--- src/rtl/reg_bus_arbiter_if.sv ---
// Requester and register-block signals of reg_bus_arbiter.
// The arbiter uses the slave modport; the environment (requesters and register
// block) uses the master modport.
interface reg_bus_arbiter_if #(
  parameter int ADDR_W = 8,
  parameter int DATA_W = 32
);
  // requester side
  logic [1:0]        iREQ;
  logic [1:0]        iWR;
  logic [ADDR_W-1:0] iADR0;
  logic [ADDR_W-1:0] iADR1;
  logic [DATA_W-1:0] iWDAT0;
  logic [DATA_W-1:0] iWDAT1;
  logic [1:0]        oACK;
  logic [DATA_W-1:0] oRDAT;
  logic              oERR;
  logic [1:0]        oGNT;
  logic              oBUSY;
  // register-block side
  logic [ADDR_W-1:0] oPWADR;
  logic [DATA_W-1:0] oPWDAT;
  logic              oPWRTE;
  logic [ADDR_W-1:0] oPRADR;
  logic [DATA_W-1:0] iPRDAT;
  logic              iPERR;
  // error statistics
  logic              iERRCLR;
  logic [7:0]        oERRCNT;

  modport slave (
    input  iREQ, iWR, iADR0, iADR1, iWDAT0, iWDAT1, iPRDAT, iPERR, iERRCLR,
    output oACK, oRDAT, oERR, oGNT, oBUSY, oPWADR, oPWDAT, oPWRTE, oPRADR, oERRCNT
  );

  modport master (
    output iREQ, iWR, iADR0, iADR1, iWDAT0, iWDAT1, iPRDAT, iPERR, iERRCLR,
    input  oACK, oRDAT, oERR, oGNT, oBUSY, oPWADR, oPWDAT, oPWRTE, oPRADR, oERRCNT
  );
endinterface

--- src/rtl/reg_bus_arbiter.sv ---
// reg_bus_arbiter: shares one register-block port between two requesters
// (0 = AXI4-Lite side, 1 = local sequencer/debug). Round-robin on ties, one
// transaction in flight, fixed read latency RD_LAT (1..4) cycles.
module reg_bus_arbiter #(
  parameter int ADDR_W = 8,
  parameter int DATA_W = 32,
  parameter int RD_LAT = 1
) (
  input  logic             iCLK,
  input  logic             iRST,
  reg_bus_arbiter_if.slave bus
);
  typedef enum logic [1:0] {
    S_IDLE  = 2'd0,
    S_ISSUE = 2'd1,
    S_WAIT  = 2'd2,
    S_DONE  = 2'd3
  } state_t;

  // WAIT cycle count at which read data is sampled (ISSUE counts as cycle 0)
  localparam logic [2:0] LP_WAIT_LAST = 3'(RD_LAT - 1);

  state_t            r_state;
  logic              r_last;     // index of the last requester served
  logic              r_wr;
  logic [2:0]        r_cnt;
  logic [1:0]        r_gnt;
  logic              r_busy;
  logic [1:0]        r_ack;
  logic [DATA_W-1:0] r_rdat;
  logic              r_err;
  logic [ADDR_W-1:0] r_pwadr;
  logic [DATA_W-1:0] r_pwdat;
  logic              r_pwrte;
  logic [ADDR_W-1:0] r_pradr;
  logic [7:0]        r_errcnt;

  logic              w_pick;
  logic [ADDR_W-1:0] w_adr;
  logic [DATA_W-1:0] w_wdat;
  logic              w_wr;

  // Round-robin pick: a lone requester wins, a tie goes to the one not served last
  always_comb begin
    w_pick = 1'b0;
    if (bus.iREQ == 2'b11) begin
      w_pick = ~r_last;
    end else if (bus.iREQ[1]) begin
      w_pick = 1'b1;
    end else begin
      w_pick = 1'b0;
    end
  end

  assign w_adr  = w_pick ? bus.iADR1  : bus.iADR0;
  assign w_wdat = w_pick ? bus.iWDAT1 : bus.iWDAT0;
  assign w_wr   = w_pick ? bus.iWR[1] : bus.iWR[0];

  // Transaction FSM; every output is registered on the transition into the state that shows it
  always_ff @(posedge iCLK) begin
    if (iRST) begin
      r_state  <= S_IDLE;
      r_last   <= 1'b1;
      r_wr     <= 1'b0;
      r_cnt    <= 3'd0;
      r_gnt    <= 2'b00;
      r_busy   <= 1'b0;
      r_ack    <= 2'b00;
      r_rdat   <= '0;
      r_err    <= 1'b0;
      r_pwadr  <= '0;
      r_pwdat  <= '0;
      r_pwrte  <= 1'b0;
      r_pradr  <= '0;
      r_errcnt <= 8'd0;
    end else begin
      // clear has priority over counting the error of the transaction completing now
      if (bus.iERRCLR) begin
        r_errcnt <= 8'd0;
      end else if ((r_state == S_DONE) && r_err && (r_errcnt != 8'hFF)) begin
        r_errcnt <= r_errcnt + 8'd1;
      end else begin
        r_errcnt <= r_errcnt;
      end

      case (r_state)
        S_IDLE: begin
          if (bus.iREQ != 2'b00) begin
            r_wr   <= w_wr;
            r_gnt  <= w_pick ? 2'b10 : 2'b01;
            r_busy <= 1'b1;
            if (w_wr) begin
              r_pwrte <= 1'b1;
              r_pwadr <= w_adr;
              r_pwdat <= w_wdat;
            end else begin
              r_pradr <= w_adr;
            end
            r_state <= S_ISSUE;
          end else begin
            r_state <= S_IDLE;
          end
        end
        S_ISSUE: begin
          r_pwrte <= 1'b0;
          r_pwadr <= '0;
          r_pwdat <= '0;
          if (r_wr) begin
            r_err   <= bus.iPERR;
            r_rdat  <= '0;
            r_ack   <= r_gnt;
            r_state <= S_DONE;
          end else if (RD_LAT == 1) begin
            r_rdat  <= bus.iPRDAT;
            r_err   <= bus.iPERR;
            r_ack   <= r_gnt;
            r_pradr <= '0;
            r_state <= S_DONE;
          end else begin
            r_cnt   <= 3'd1;
            r_state <= S_WAIT;
          end
        end
        S_WAIT: begin
          if (r_cnt == LP_WAIT_LAST) begin
            r_rdat  <= bus.iPRDAT;
            r_err   <= bus.iPERR;
            r_ack   <= r_gnt;
            r_pradr <= '0;
            r_state <= S_DONE;
          end else begin
            r_cnt <= r_cnt + 3'd1;
          end
        end
        S_DONE: begin
          r_last  <= r_gnt[1];
          r_ack   <= 2'b00;
          r_rdat  <= '0;
          r_err   <= 1'b0;
          r_gnt   <= 2'b00;
          r_busy  <= 1'b0;
          r_state <= S_IDLE;
        end
        default: begin
          r_ack   <= 2'b00;
          r_gnt   <= 2'b00;
          r_busy  <= 1'b0;
          r_pwrte <= 1'b0;
          r_pwadr <= '0;
          r_pwdat <= '0;
          r_pradr <= '0;
          r_state <= S_IDLE;
        end
      endcase
    end
  end

  // The write strobe is suppressed while reset is asserted so an aborted
  // transaction never reaches the register block.
  assign bus.oPWRTE  = r_pwrte & ~iRST;
  assign bus.oPWADR  = r_pwadr;
  assign bus.oPWDAT  = r_pwdat;
  assign bus.oPRADR  = r_pradr;
  assign bus.oACK    = r_ack;
  assign bus.oRDAT   = r_rdat;
  assign bus.oERR    = r_err;
  assign bus.oGNT    = r_gnt;
  assign bus.oBUSY   = r_busy;
  assign bus.oERRCNT = r_errcnt;
endmodule

--- src/flat_wrapper.sv ---
// flat-port wrapper written by rule: the top's interface ports become plain ports
module reg_bus_arbiter_flat 
#(
  parameter int ADDR_W = 8,
  parameter int DATA_W = 32,
  parameter int RD_LAT = 1
)
  (iCLK, iRST, bus_iREQ, bus_iWR, bus_iADR0, bus_iADR1, bus_iWDAT0, bus_iWDAT1, bus_iPRDAT, bus_iPERR, bus_iERRCLR, bus_oACK, bus_oRDAT, bus_oERR, bus_oGNT, bus_oBUSY, bus_oPWADR, bus_oPWDAT, bus_oPWRTE, bus_oPRADR, bus_oERRCNT);
  reg_bus_arbiter_if #(.ADDR_W(ADDR_W), .DATA_W(DATA_W)) bus_i ();
  input  logic iCLK;
  input  logic iRST;
  input wire logic [$bits(bus_i.iREQ)-1:0] bus_iREQ;
  input wire logic [$bits(bus_i.iWR)-1:0] bus_iWR;
  input wire logic [$bits(bus_i.iADR0)-1:0] bus_iADR0;
  input wire logic [$bits(bus_i.iADR1)-1:0] bus_iADR1;
  input wire logic [$bits(bus_i.iWDAT0)-1:0] bus_iWDAT0;
  input wire logic [$bits(bus_i.iWDAT1)-1:0] bus_iWDAT1;
  input wire logic [$bits(bus_i.iPRDAT)-1:0] bus_iPRDAT;
  input wire logic [$bits(bus_i.iPERR)-1:0] bus_iPERR;
  input wire logic [$bits(bus_i.iERRCLR)-1:0] bus_iERRCLR;
  output wire logic [$bits(bus_i.oACK)-1:0] bus_oACK;
  output wire logic [$bits(bus_i.oRDAT)-1:0] bus_oRDAT;
  output wire logic [$bits(bus_i.oERR)-1:0] bus_oERR;
  output wire logic [$bits(bus_i.oGNT)-1:0] bus_oGNT;
  output wire logic [$bits(bus_i.oBUSY)-1:0] bus_oBUSY;
  output wire logic [$bits(bus_i.oPWADR)-1:0] bus_oPWADR;
  output wire logic [$bits(bus_i.oPWDAT)-1:0] bus_oPWDAT;
  output wire logic [$bits(bus_i.oPWRTE)-1:0] bus_oPWRTE;
  output wire logic [$bits(bus_i.oPRADR)-1:0] bus_oPRADR;
  output wire logic [$bits(bus_i.oERRCNT)-1:0] bus_oERRCNT;
  assign bus_i.iREQ = bus_iREQ;
  assign bus_i.iWR = bus_iWR;
  assign bus_i.iADR0 = bus_iADR0;
  assign bus_i.iADR1 = bus_iADR1;
  assign bus_i.iWDAT0 = bus_iWDAT0;
  assign bus_i.iWDAT1 = bus_iWDAT1;
  assign bus_i.iPRDAT = bus_iPRDAT;
  assign bus_i.iPERR = bus_iPERR;
  assign bus_i.iERRCLR = bus_iERRCLR;
  assign bus_oACK = bus_i.oACK;
  assign bus_oRDAT = bus_i.oRDAT;
  assign bus_oERR = bus_i.oERR;
  assign bus_oGNT = bus_i.oGNT;
  assign bus_oBUSY = bus_i.oBUSY;
  assign bus_oPWADR = bus_i.oPWADR;
  assign bus_oPWDAT = bus_i.oPWDAT;
  assign bus_oPWRTE = bus_i.oPWRTE;
  assign bus_oPRADR = bus_i.oPRADR;
  assign bus_oERRCNT = bus_i.oERRCNT;
  reg_bus_arbiter #(.ADDR_W(ADDR_W), .DATA_W(DATA_W), .RD_LAT(RD_LAT)) u_core (.iCLK(iCLK), .iRST(iRST), .bus(bus_i));
endmodule
--- config.mk ---
export PLATFORM = sky130hd
export DESIGN_NAME = reg_bus_arbiter_flat
export DESIGN_NICKNAME = d
export VERILOG_FILES = /design/src/rtl/reg_bus_arbiter_if.sv /design/src/rtl/reg_bus_arbiter.sv /design/src/flat_wrapper.sv
export SDC_FILE = /design/constraint.sdc
export NUM_CORES = 1
export LEC_CHECK = 0
export ABC_AREA = 0
export ABC_CLOCK_PERIOD_IN_PS = 2900
export CAP_MARGIN = 30
export CORE_MARGIN = 4
export CORE_UTILIZATION = 41
export CTS_CLUSTER_DIAMETER = 150
export CTS_CLUSTER_SIZE = 25
export DETAILED_ROUTE_END_ITERATION = 12
export GPL_ROUTABILITY_DRIVEN = 1
export GPL_TIMING_DRIVEN = 0
export PLACE_DENSITY = 0.89
export SYNTH_ARGS = -nofsm -noshare
export SYNTH_HDL_FRONTEND = slang
export SYNTH_SLANG_ARGS = --single-unit
--- constraint.sdc ---
create_clock -name iCLK -period 2.9 [get_ports iCLK]
set_clock_uncertainty 0.1 [all_clocks]
set_input_delay 0.87 -clock iCLK [delete_from_list [all_inputs] [get_ports iCLK]]
set_output_delay 0.87 -clock iCLK [all_outputs]
set_load 0.05 [all_outputs]
==> results <==
- The flow ran to the end, and the final reports show no timing, DRC or antenna violations.
- The sum of overflow across all layers after global routing is 0.
- The ratio of total power to cell area is between 900 and 1000 mW/mm^2.
- The peak supply drop is approximately 0.58 mV.
- The part of the power in registers is a little under a third.
- TritonCTS built the clock tree.
- The first detailed-routing pass took 4 iterations.
- In this run the static leakage power is ~2.8 nW.
- The number of pins with negative max-slew slack in the final report is 0.
- The total wire length is ~14000 microns.
- The post-synthesis compound-gate area fraction is between 10% and 20%.
- The reported net switching power is 2.89 mW.
- The final hold violation count is 0.
- The worst endpoint data arrival time is about 1900 ps.
- The clock drives between 100 and 150 sinks.
- Setup repair after global routing left no endpoint under its margin.
- The final estimated routing congestion in global placement is approximately 0.83.
- In this run the tightest slew margin relative to its limit is around 52%.
- For the pin with the worst max-slew slack, the measured transition is about 720 ps.
- The maximum number of pins on one net before global-route repair is 17.
- The cell sitting at the root of the clock tree is a sky130_fd_sc_hd__clkbuf_8.
- The min-delay analysis places its worst path in the category reg -> reg.
- The share of final-layout standard cells stronger than drive strength 1 is approximately 6.1%.
- The overall via count from detail_route is 4181.
- Once layout is complete, the utilization of the core stands at around 67%.
- The number of distinct standard cells referenced by the synthesized netlist is 48.
- The initial utilization of the core area, before any placement, comes to between 40 and 50%.
- The wire length per cell after detailed routing is roughly 17 microns.
- After Yosys synthesis, full adders, half adders and majority gates account for 2.24% of the synthesized area.
- During I/O placement, the number of pins put on the boundary was between 200 and 250.
- The number of vias per cell after detailed routing is between 5 and 6.
- The number of post-CTS setup repair buffers is 0.
- The floorplan step set the die height to 112 microns.
- The combinational family with the most area after synthesis is multiplexers.
- Combinational logic is responsible for between 50% and 60% of the overall power.
- Of the total power, the share spent switching nets is between 40 and 50%.
- After clock tree synthesis, the clock-pin slew on the worst setup and hold paths is 100 ps.
- Clock latency on the worst-skew pair, taken at its later pin, is around 360 ps.
- Measured along the x axis, the die boundary spans between 100 and 150 microns.
- The worst path uses between 90% and 100% of the clock period.
- The most frequently used flop master after synthesis is sky130_fd_sc_hd__dfxtp_1.
- Counting flops and latches in the post-synthesis netlist gives around 100.
- Of the total synthesized cell area, the portion taken by XOR and XNOR cells is roughly 1.2%.
- By startpoint and endpoint, the worst setup path is classified as in -> out.
- The final layout contains approximately 800 nets.
- The post-synthesis simple-gate area fraction is 15.6%.
- The cell-internal power is between 3 and 4 mW.
- The layout has ~840 filler cells.
- The number of antenna violations at the first check in global routing came to 0.
- The clock tree synthesis step divided the H-tree into 3 levels.
- In this run, the number of DRC markers left after iteration 0 of detailed routing was between 150 and 200.
- The highest net fanout along the worst path is 15.
- The sort of element at the end of the critical path is an output port.
- Compared with the post-synthesis result, the final layout area differs by 56.2%.
- The area of the mapped netlist is roughly 0.0045 sq mm.
- TritonCTS created 9 clock buffers.
- Once detail routing completed, the nets flagged for antenna violations numbered 0.
- The number of max-cap violations is 0.
- After synthesis, the share of flip-flops with an asynchronous set or reset is 0%.
- The required time at the endpoint of the critical path is 1930 ps.
- The proportion of power drawn by the clock network is 14.5%.
- Input and output buffers added on the ports amount to roughly 210.
- The cell count after synthesis is about 450.
- The proportion of synthesized chip area in sequential cells is around 46%.
- The cell row count is 37.
- In the routed design, unresolved DRC markers number 0.
- For this run, the number of Yosys warnings is 0.
- The wire length of the first global-routing pass is approximately 22000 microns.
- Global routing used a little over a fifth of the available tracks across all layers.
- The synthesized net count is between 500 and 600.
- The buffer depth of the longest clock path is 2.
- Static timing analysis puts the maximum clock frequency at between 0.3 and 0.4 GHz.
- The floorplan die area is between 0.01 and 0.015 sq mm.
- The proportion of synthesized area in mux cells is 17.0%.
- In the final timing run, aggregate negative setup slack is 0 ps.
- Each instance of the synthesized netlist takes up on average between 10 and 15 sq um.
- The HPWL reported at the end of detailed placement is 10900 microns.
- The final non-filler cell total is 809.
- The number of global-route vias before repair is 4331.
- Yosys mapped a number of flops with a built-in enable equal to 0.
- The kind of start point of the critical path is an input port.
- The number of placed instances, taps included, is about 790.
- The minimum clock period is around 2900 ps.
- The repair_antennas step left the layout with diodes totalling 0.
- In this run the standard cell core region covers 0.0105 sq mm.
- The final setup violation count is 0.
## what timing repair did
action                                  in CTS  in global routing
hold buffers                                 0                  0
gates resized for setup                      4                  1
endpoints found under the setup margin       1                 33
cloned                                       0                  0
## per-stage QoR
stage	power, mW	area, sq um	setup WS, ps	hold WS (ps)
after global placement	5.43	6770	-742	346
after floorplan	4.38	4470	176	353
after CTS	6.48	6980	49.5	373
after detailed placement	5.53	6770	-758	349
after global routing	6.79	6990	4.17	394
final	6.44	6990	39.1	369
## sequential cells by signal, summed over array words and instances, names as in the netlist
name and flops:
u_core.bus.oACK 2, u_core.bus.oBUSY 1, u_core.bus.oERR 1, u_core.bus.oERRCNT 8
u_core.bus.oGNT 2, u_core.bus.oPRADR 8, u_core.bus.oPWADR 8, u_core.bus.oPWDAT 32
u_core.bus.oRDAT 32, u_core.r_cnt 3, u_core.r_last 1, u_core.r_pwrte 1
u_core.r_state 2, u_core.r_wr 1
## routing by layer
metal	global-route usage, %	part of all wire [%]
met2	37.1	50
met3	6.58	8.3
met4	7.77	1.8
met1	23.4	40
met5	0	0
## kinds of logic after synthesis
family / after synthesis
and+or+nand+nor: 130
DFF: 102
AOI/OAI and AO/OA: 89
muxes: 75
buffers and inverters: 35
adders and majority gates: 8
xor gates and xnor gates: 6
## power groups by stage
stage / Clock (mW) / Combinational [mW] / Sequential (mW)
finish: 0.935 / 3.54 / 1.96
global route: 1.02 / 3.77 / 2.00
CTS: 0.960 / 3.56 / 1.96
detailed placement: 0 / 3.55 / 1.98
global placement: 0 / 3.46 / 1.96
floorplan: 0 / 1.33 / 3.05
## cell type report
cell class	count	area, sq um	share of cell area (%)
plain buffers	29	128	1.83
flip-flops and latches	102	2040	29.2
clock inverters	5	56.3	0.806
well taps	136	170	2.44
multi-input cells	308	2290	32.7
repair buffers	213	2130	30.5
clock buffers	11	151	2.17
inverters	5	18.8	0.269
## worst paths after layout
path | from | endpoint | slack, ps | cells past startpoint
hold / removal | u_core.bus.oPWDAT[15] | u_core.bus.oPWDAT[15] | 370 | 1
hold reg to reg | u_core.bus.oPWDAT[15] | u_core.bus.oPWDAT[15] | 370 | 1
setup reg to reg | u_core.r_state[0] | u_core.bus.oRDAT[2] | 670 | 8
setup / recovery | iRST | bus_oPWRTE | 40 | 3
## critical path, cell delays in order
cell and delay, ps:
sky130_fd_sc_hd__dlygate4sd2_1 540, sky130_fd_sc_hd__nor2b_1 100, sky130_fd_sc_hd__clkdlybuf4s15_2 370
## cell usage after synthesis (all sizes together), types with 3 or more instances
master	instances	area (sq um)
dfxtp	102	2040
mux2i	68	681
nor2	49	184
and2	33	206
o2bb2ai	33	289
a21oi	19	95.1
clkbuf	19	71.3
o21ai	12	60.1
buf	11	60.1
ha	8	100
nand2b	8	50.1
a22o	7	61.3
mux2	7	78.8
nand2	7	26.3
nand3	7	40.0
nand4b	7	61.3
inv	5	18.8
xor2	5	43.8
nor2b	4	25.0
nand3b	3	22.5
## cell usage in the layout, fill, tap and decap left out, types with 10 or more instances in the layout
master,synthesis,layout
sky130_fd_sc_hd__nor2_1,49,49
sky130_fd_sc_hd__o21ai_0,10,10
sky130_fd_sc_hd__clkdlybuf4s50_1,0,211
sky130_fd_sc_hd__mux2i_1,68,68
sky130_fd_sc_hd__a21oi_1,19,19
sky130_fd_sc_hd__o2bb2ai_1,33,33
sky130_fd_sc_hd__dfxtp_1,102,102
sky130_fd_sc_hd__clkbuf_1,19,18
sky130_fd_sc_hd__and2_1,33,33
sky130_fd_sc_hd__clkbuf_8,0,11
Note: power is estimated with default switching activity, not from simulation.
==> variant 1: new RTL, same flow settings <==
`ADDR_W` is set to 8 in 3 places; all go to 9.
--- a/src/rtl/reg_bus_arbiter_if.sv
+++ b/src/rtl/reg_bus_arbiter_if.sv
@@ -2,7 +2,7 @@
 // The arbiter uses the slave modport; the environment (requesters and register
 // block) uses the master modport.
 interface reg_bus_arbiter_if #(
-  parameter int ADDR_W = 8,
+  parameter int ADDR_W = 9,
   parameter int DATA_W = 32
 );
   // requester side
--- a/src/rtl/reg_bus_arbiter.sv
+++ b/src/rtl/reg_bus_arbiter.sv
@@ -2,7 +2,7 @@
 // (0 = AXI4-Lite side, 1 = local sequencer/debug). Round-robin on ties, one
 // transaction in flight, fixed read latency RD_LAT (1..4) cycles.
 module reg_bus_arbiter #(
-  parameter int ADDR_W = 8,
+  parameter int ADDR_W = 9,
   parameter int DATA_W = 32,
   parameter int RD_LAT = 1
 ) (
--- a/src/flat_wrapper.sv
+++ b/src/flat_wrapper.sv
@@ -1,7 +1,7 @@
 // flat-port wrapper written by rule: the top's interface ports become plain ports
 module reg_bus_arbiter_flat 
 #(
-  parameter int ADDR_W = 8,
+  parameter int ADDR_W = 9,
   parameter int DATA_W = 32,
   parameter int RD_LAT = 1
 )
Interface: changed (resized bus_iADR0, bus_iADR1, bus_oPRADR and bus_oPWADR); port bits go from 215 to 219. The function was not compared with the original's and may differ.
==> variant 1 against the original RTL <==
- design area increased by 2.2%
- worst setup slack improved by 140 ps
- synthesized area up 2.0%
- combinational power rose by 3%
- fmax is 5.0% higher
- wire length rose by 3.7%
- utilization shrank 0.92 points
- power grew 3.0%
- first-iteration DRC count decreased by 3.9%
- sequential cell count rose by 2
==> variant 1: results (changes against the original RTL) <==
worst_slew_pin_slew_ps: 716.3  # -8.578 ps
grt_pass1_wl_mm: 22.63  # +4.7%
cp.arrival_ps: 1750  # -140 ps
async_reset_ff_share_pct: 0  # unchanged
cts_setup_buffers: 0  # unchanged
clock_path_buffers: 2  # unchanged
antenna_cells: 0  # unchanged
clk_pin_slew_ps: 100  # about the same
outcome: "complete, no violations"
portBuffers: 217  # +1.9%
layout-drive-gt1-share_pct: 6.706  # +0.61 points
fin_nets: 812  # +2.0%
critical_path.max_fanout: 10  # -5
stdcell_count: 826  # +2.1%
drtIter0Drc: 147  # -3.9%
grt_pass1_vias: 4498  # +3.9%
firstDrtPassIters: 5  # +1
synthCells: 454  # +2.0%
antenna_found_initial: 0  # unchanged
dp_hpwl_mm: 11.31  # +3.7%
place_congestion: 0.8814  # +6.4%
grt_max_degree: 17  # unchanged
track_usage_pct: 21.54  # +0.64 points
routed_via_density: 5.093  # -1.4%
cp_slowest_stage_delay_ps: 390  # -150 ps
cts-root-buf: "clkbuf_8"
hold_viol: 0  # unchanged
ys.warnings.count: 0  # unchanged
numCtsBuffers: 9  # unchanged
post_drt_wl_per_cell_um: 17.12  # +1.6%
cp_slowest_cell: "clkdlybuf4s15_2"
clk_latency_ps: 360  # about the same
internal-power_uw: 3676  # +3.7%
p_leak_uw: 0.002833  # +2.1%
hold_class: "flip-flop to flip-flop"
nFillCells: 841  # -0.12%
synth.area.top_cells: "dfxtp_1 (46%), mux2i_1 (15%), o2bb2ai_1 (6.3%)"
dpl_cell_area_um2: 6908  # +2.0%
ys_seq_area_share_pct: 45.65  # about the same
syn-num-nets: 584  # +1.9%
synth_common_cells: "dfxtp_1 (104), mux2i_1 (67), nor2_1 (49)"
ys_types: 48  # unchanged
h-tree-depth: 3  # unchanged
ir_drop_v: 0.0005673  # -1.8%
==> variant 1: final cells by class <==
cell class / instances / share of cell area, %
tap: 140 / 2.454
clock buffer: 10 / 1.928
timing repair buffer: 217 / 30.45
buffer: 33 / 2.156
clock inverter: 5 / 1.139
inverter: 7 / 0.3681
sequential: 104 / 29.17
multi-input combinational: 310 / 32.34
==> variant 1: path summary, 6_finish.rpt <==
kind,startpoint,endpoint,slack (ps),cells after the start
hold / removal,u_core.bus.oPWDAT[14],u_core.bus.oPWDAT[14],370,1
setup reg to reg,u_core.r_state[0],u_core.bus.oRDAT[9],700,8
hold reg to reg,u_core.bus.oPWDAT[14],u_core.bus.oPWDAT[14],370,1
setup / recovery,iRST,bus_oPWRTE,180,4
==> variant 1: per-stage QoR <==
step	setup slack [ps]	util (%)	TNS, ps	hold WS, ps
finish	175.9	65.85	0	369.4
global route	25.74	65.85	0	390.7
CTS	27.08	65.77	0	374.8
detailed placement	-525.0	63.72	-10400	349.9
global placement	-528.4	63.72	-6840	346.2
floorplan	19.29	-	0	353.0
==> variant 1: kinds of logic (layout without fill, tap and decap cells) <==
family | Yosys count | after routing | share of synthesized area (%)
xor gates and xnor gates | 6 | 6 | 1.152
buffers and inverters | 40 | 272 | 3.841
DFF | 104 | 104 | 45.65
adders and majority gates | 8 | 8 | 2.195
and+or+nand+nor | 127 | 127 | 14.90
muxes | 75 | 75 | 16.68
AOI/OAI and AO/OA | 94 | 94 | 15.58
==> variant 1: layer usage <==
metal / track usage (%) / vias to the layer above / share of wire [%]
met5: 0 / - / 0
met1: 23.93 / 1943 / 39
li1: - / 2070 / -
met3: 9.708 / 16 / 12
met2: 38.01 / 178 / 48
met4: 4.407 / 0 / 1.2
==> variant 1: power groups by stage <==
stage / combinational [uW] / sequential [uW] / clock (uW)
floorplan: 1370 / 3110 / 0
global placement: 3560 / 2010 / 0
detailed placement: 3640 / 2030 / 0
CTS: 3660 / 2000 / 1020
global route: 3870 / 2050 / 1090
finish: 3640 / 2000 / 999
==> variant 1: critical path: cells and delay by family <==
kind	cells	cell delay (ps)
simple gates	1	120
buf+inv	3	750
==> variant 1: what timing repair did <==
item,in CTS,in global routing
hold buffers,0,0
resized for setup,4,5
endpoints found under the setup margin,1,28
==> variant 2: new RTL, config.mk and constraints unchanged <==
Without the edit above. The 4 states of `state_t` get a one-hot encoding in 4 bits.
--- a/src/rtl/reg_bus_arbiter.sv
+++ b/src/rtl/reg_bus_arbiter.sv
@@ -10,11 +10,11 @@
   input  logic             iRST,
   reg_bus_arbiter_if.slave bus
 );
-  typedef enum logic [1:0] {
-    S_IDLE  = 2'd0,
-    S_ISSUE = 2'd1,
-    S_WAIT  = 2'd2,
-    S_DONE  = 2'd3
+  typedef enum logic [3:0] {
+    S_IDLE  = 4'b0001,
+    S_ISSUE = 4'b0010,
+    S_WAIT  = 4'b0100,
+    S_DONE  = 4'b1000
   } state_t;
 
   // WAIT cycle count at which read data is sampled (ISSUE counts as cycle 0)
Check against the original RTL: same outputs for any inputs over 10 cycles, from zero or initial values and one cycle with iRST high; not proved beyond that.
==> variant 2 against the original RTL <==
- design area fell by 1.4%
- wire length rose by 1.7%
- register-to-register slack improved by 80 ps
- utilization decreased by 0.37 points
- die area down 1.8%
- worst setup slack gained 63 ps
- sequential cell count down 2
- synthesized area shrank 2.0%
- critical path type unchanged
- largest cell class is now buffers
Power is not compared: it rests on default switching activity, and its combinational part moved more than twofold at a synthesized area within 25%.
==> variant 2: results (changes against the original RTL) <==
outcome: "complete, no violations"
cp_slowest_cell: "clkdlybuf4s15_1"
wl_met3_mm: 1.284  # +14%
synth_top_area_share_pct: 45.68  # about the same
layout-drive-gt1-share_pct: 12.85  # +6.8 points
place_inst: 828  # +4.3%
dpl_cell_area_um2: 6685  # -1.3%
place_congestion: 0.8827  # +6.6%
grtUsageMet2_pct: 38.16  # +1.1 points
reg2reg_to: "u_core.bus.oPWDAT[19]"
stdcell_count: 844  # +4.3%
ys_types: 46  # -4.2%
min_period_ps: 2798  # -62.71 ps
critical_path.max_fanout: 10  # -5
firstDrtPassIters: 5  # +1
worst_hold_slack_ps: 365.0  # -3.707 ps
whs_endpoint: "u_core.bus.oPWDAT[4]"
route.layer.met1.wl_mm: 5.199  # -3.7%
fin_nets: 824  # +3.5%
timing.rr.start: "u_core.r_state[0]"
synth.area.top_cells: "dfxtp_1 (46%), mux2_2 (10%), a22oi_1 (6.2%)"
min_path_cells: 2  # +1
rrSetupSlack_ps: 750  # +80 ps
synth-seq-cells: 100  # -2.0%
track_usage_pct: 21.22  # +0.32 points
dp_slack_ps: -873.5  # -115.3 ps
max_slew_margin_pct: 63.16  # +11 points
variant 2: cell types whose count changed after synthesis, moves of 8 or more:
| cell | unedited run | this run |
|---|---|---|
| nor2b_1 | 4 | 18 |
| mux2_2 | 7 | 40 |
| mux2_4 | 0 | 8 |
| o21ai_0 | 10 | 36 |
| nand4_1 | 2 | 33 |
| and2_1 | 33 | 1 |
| mux2i_1 | 68 | 2 |
| o2bb2ai_1 | 33 | 0 |
| nand2_1 | 7 | 58 |
| a22oi_1 | 1 | 36 |
variant 2: repair_timing:
action	CTS	global route
cloned	0	0
gates resized for setup	9	1
endpoints found under the hold margin	0	0
buffers inserted	0	0
endpoints found under the setup margin	1	1
variant 2: layout make-up:
type	instances	area (um^2)	share of cell area [%]
sequential	100	2002	29.08
inverter	5	18.77	0.2726
buffer	39	171.4	2.490
clock inverter	5	60.06	0.8723
tap	136	170.2	2.471
timing repair buffer	213	2127	30.89
multi-input combinational	335	2195	31.87
clock buffer	11	141.4	2.053
variant 2: critical path, delay by kind of cell:
kind	cells	cell delay, ps
buffers and inverters	3	840
and+or+nand+nor	1	110
variant 2: cell families after synthesis:
logic type      count (synthesis)  synth area share [%]
simple gates                  177                 20.15
compound gates                105                 15.76
flops                         100                 45.68
mux                            50                 13.47
buf+inv                        44                 4.253
xor+xnor                        2                0.3997
fa+ha+maj                       1                0.2854
variant 2: power by group through the flow:
stage / clock network (uW) / logic, uW / registers, uW
finish: 913 / 1090 / 1520
global route: 982 / 1150 / 1540
CTS: 931 / 1090 / 1520
detailed placement: 0 / 1080 / 1560
global placement: 0 / 1070 / 1550
floorplan: 0 / 340 / 1860
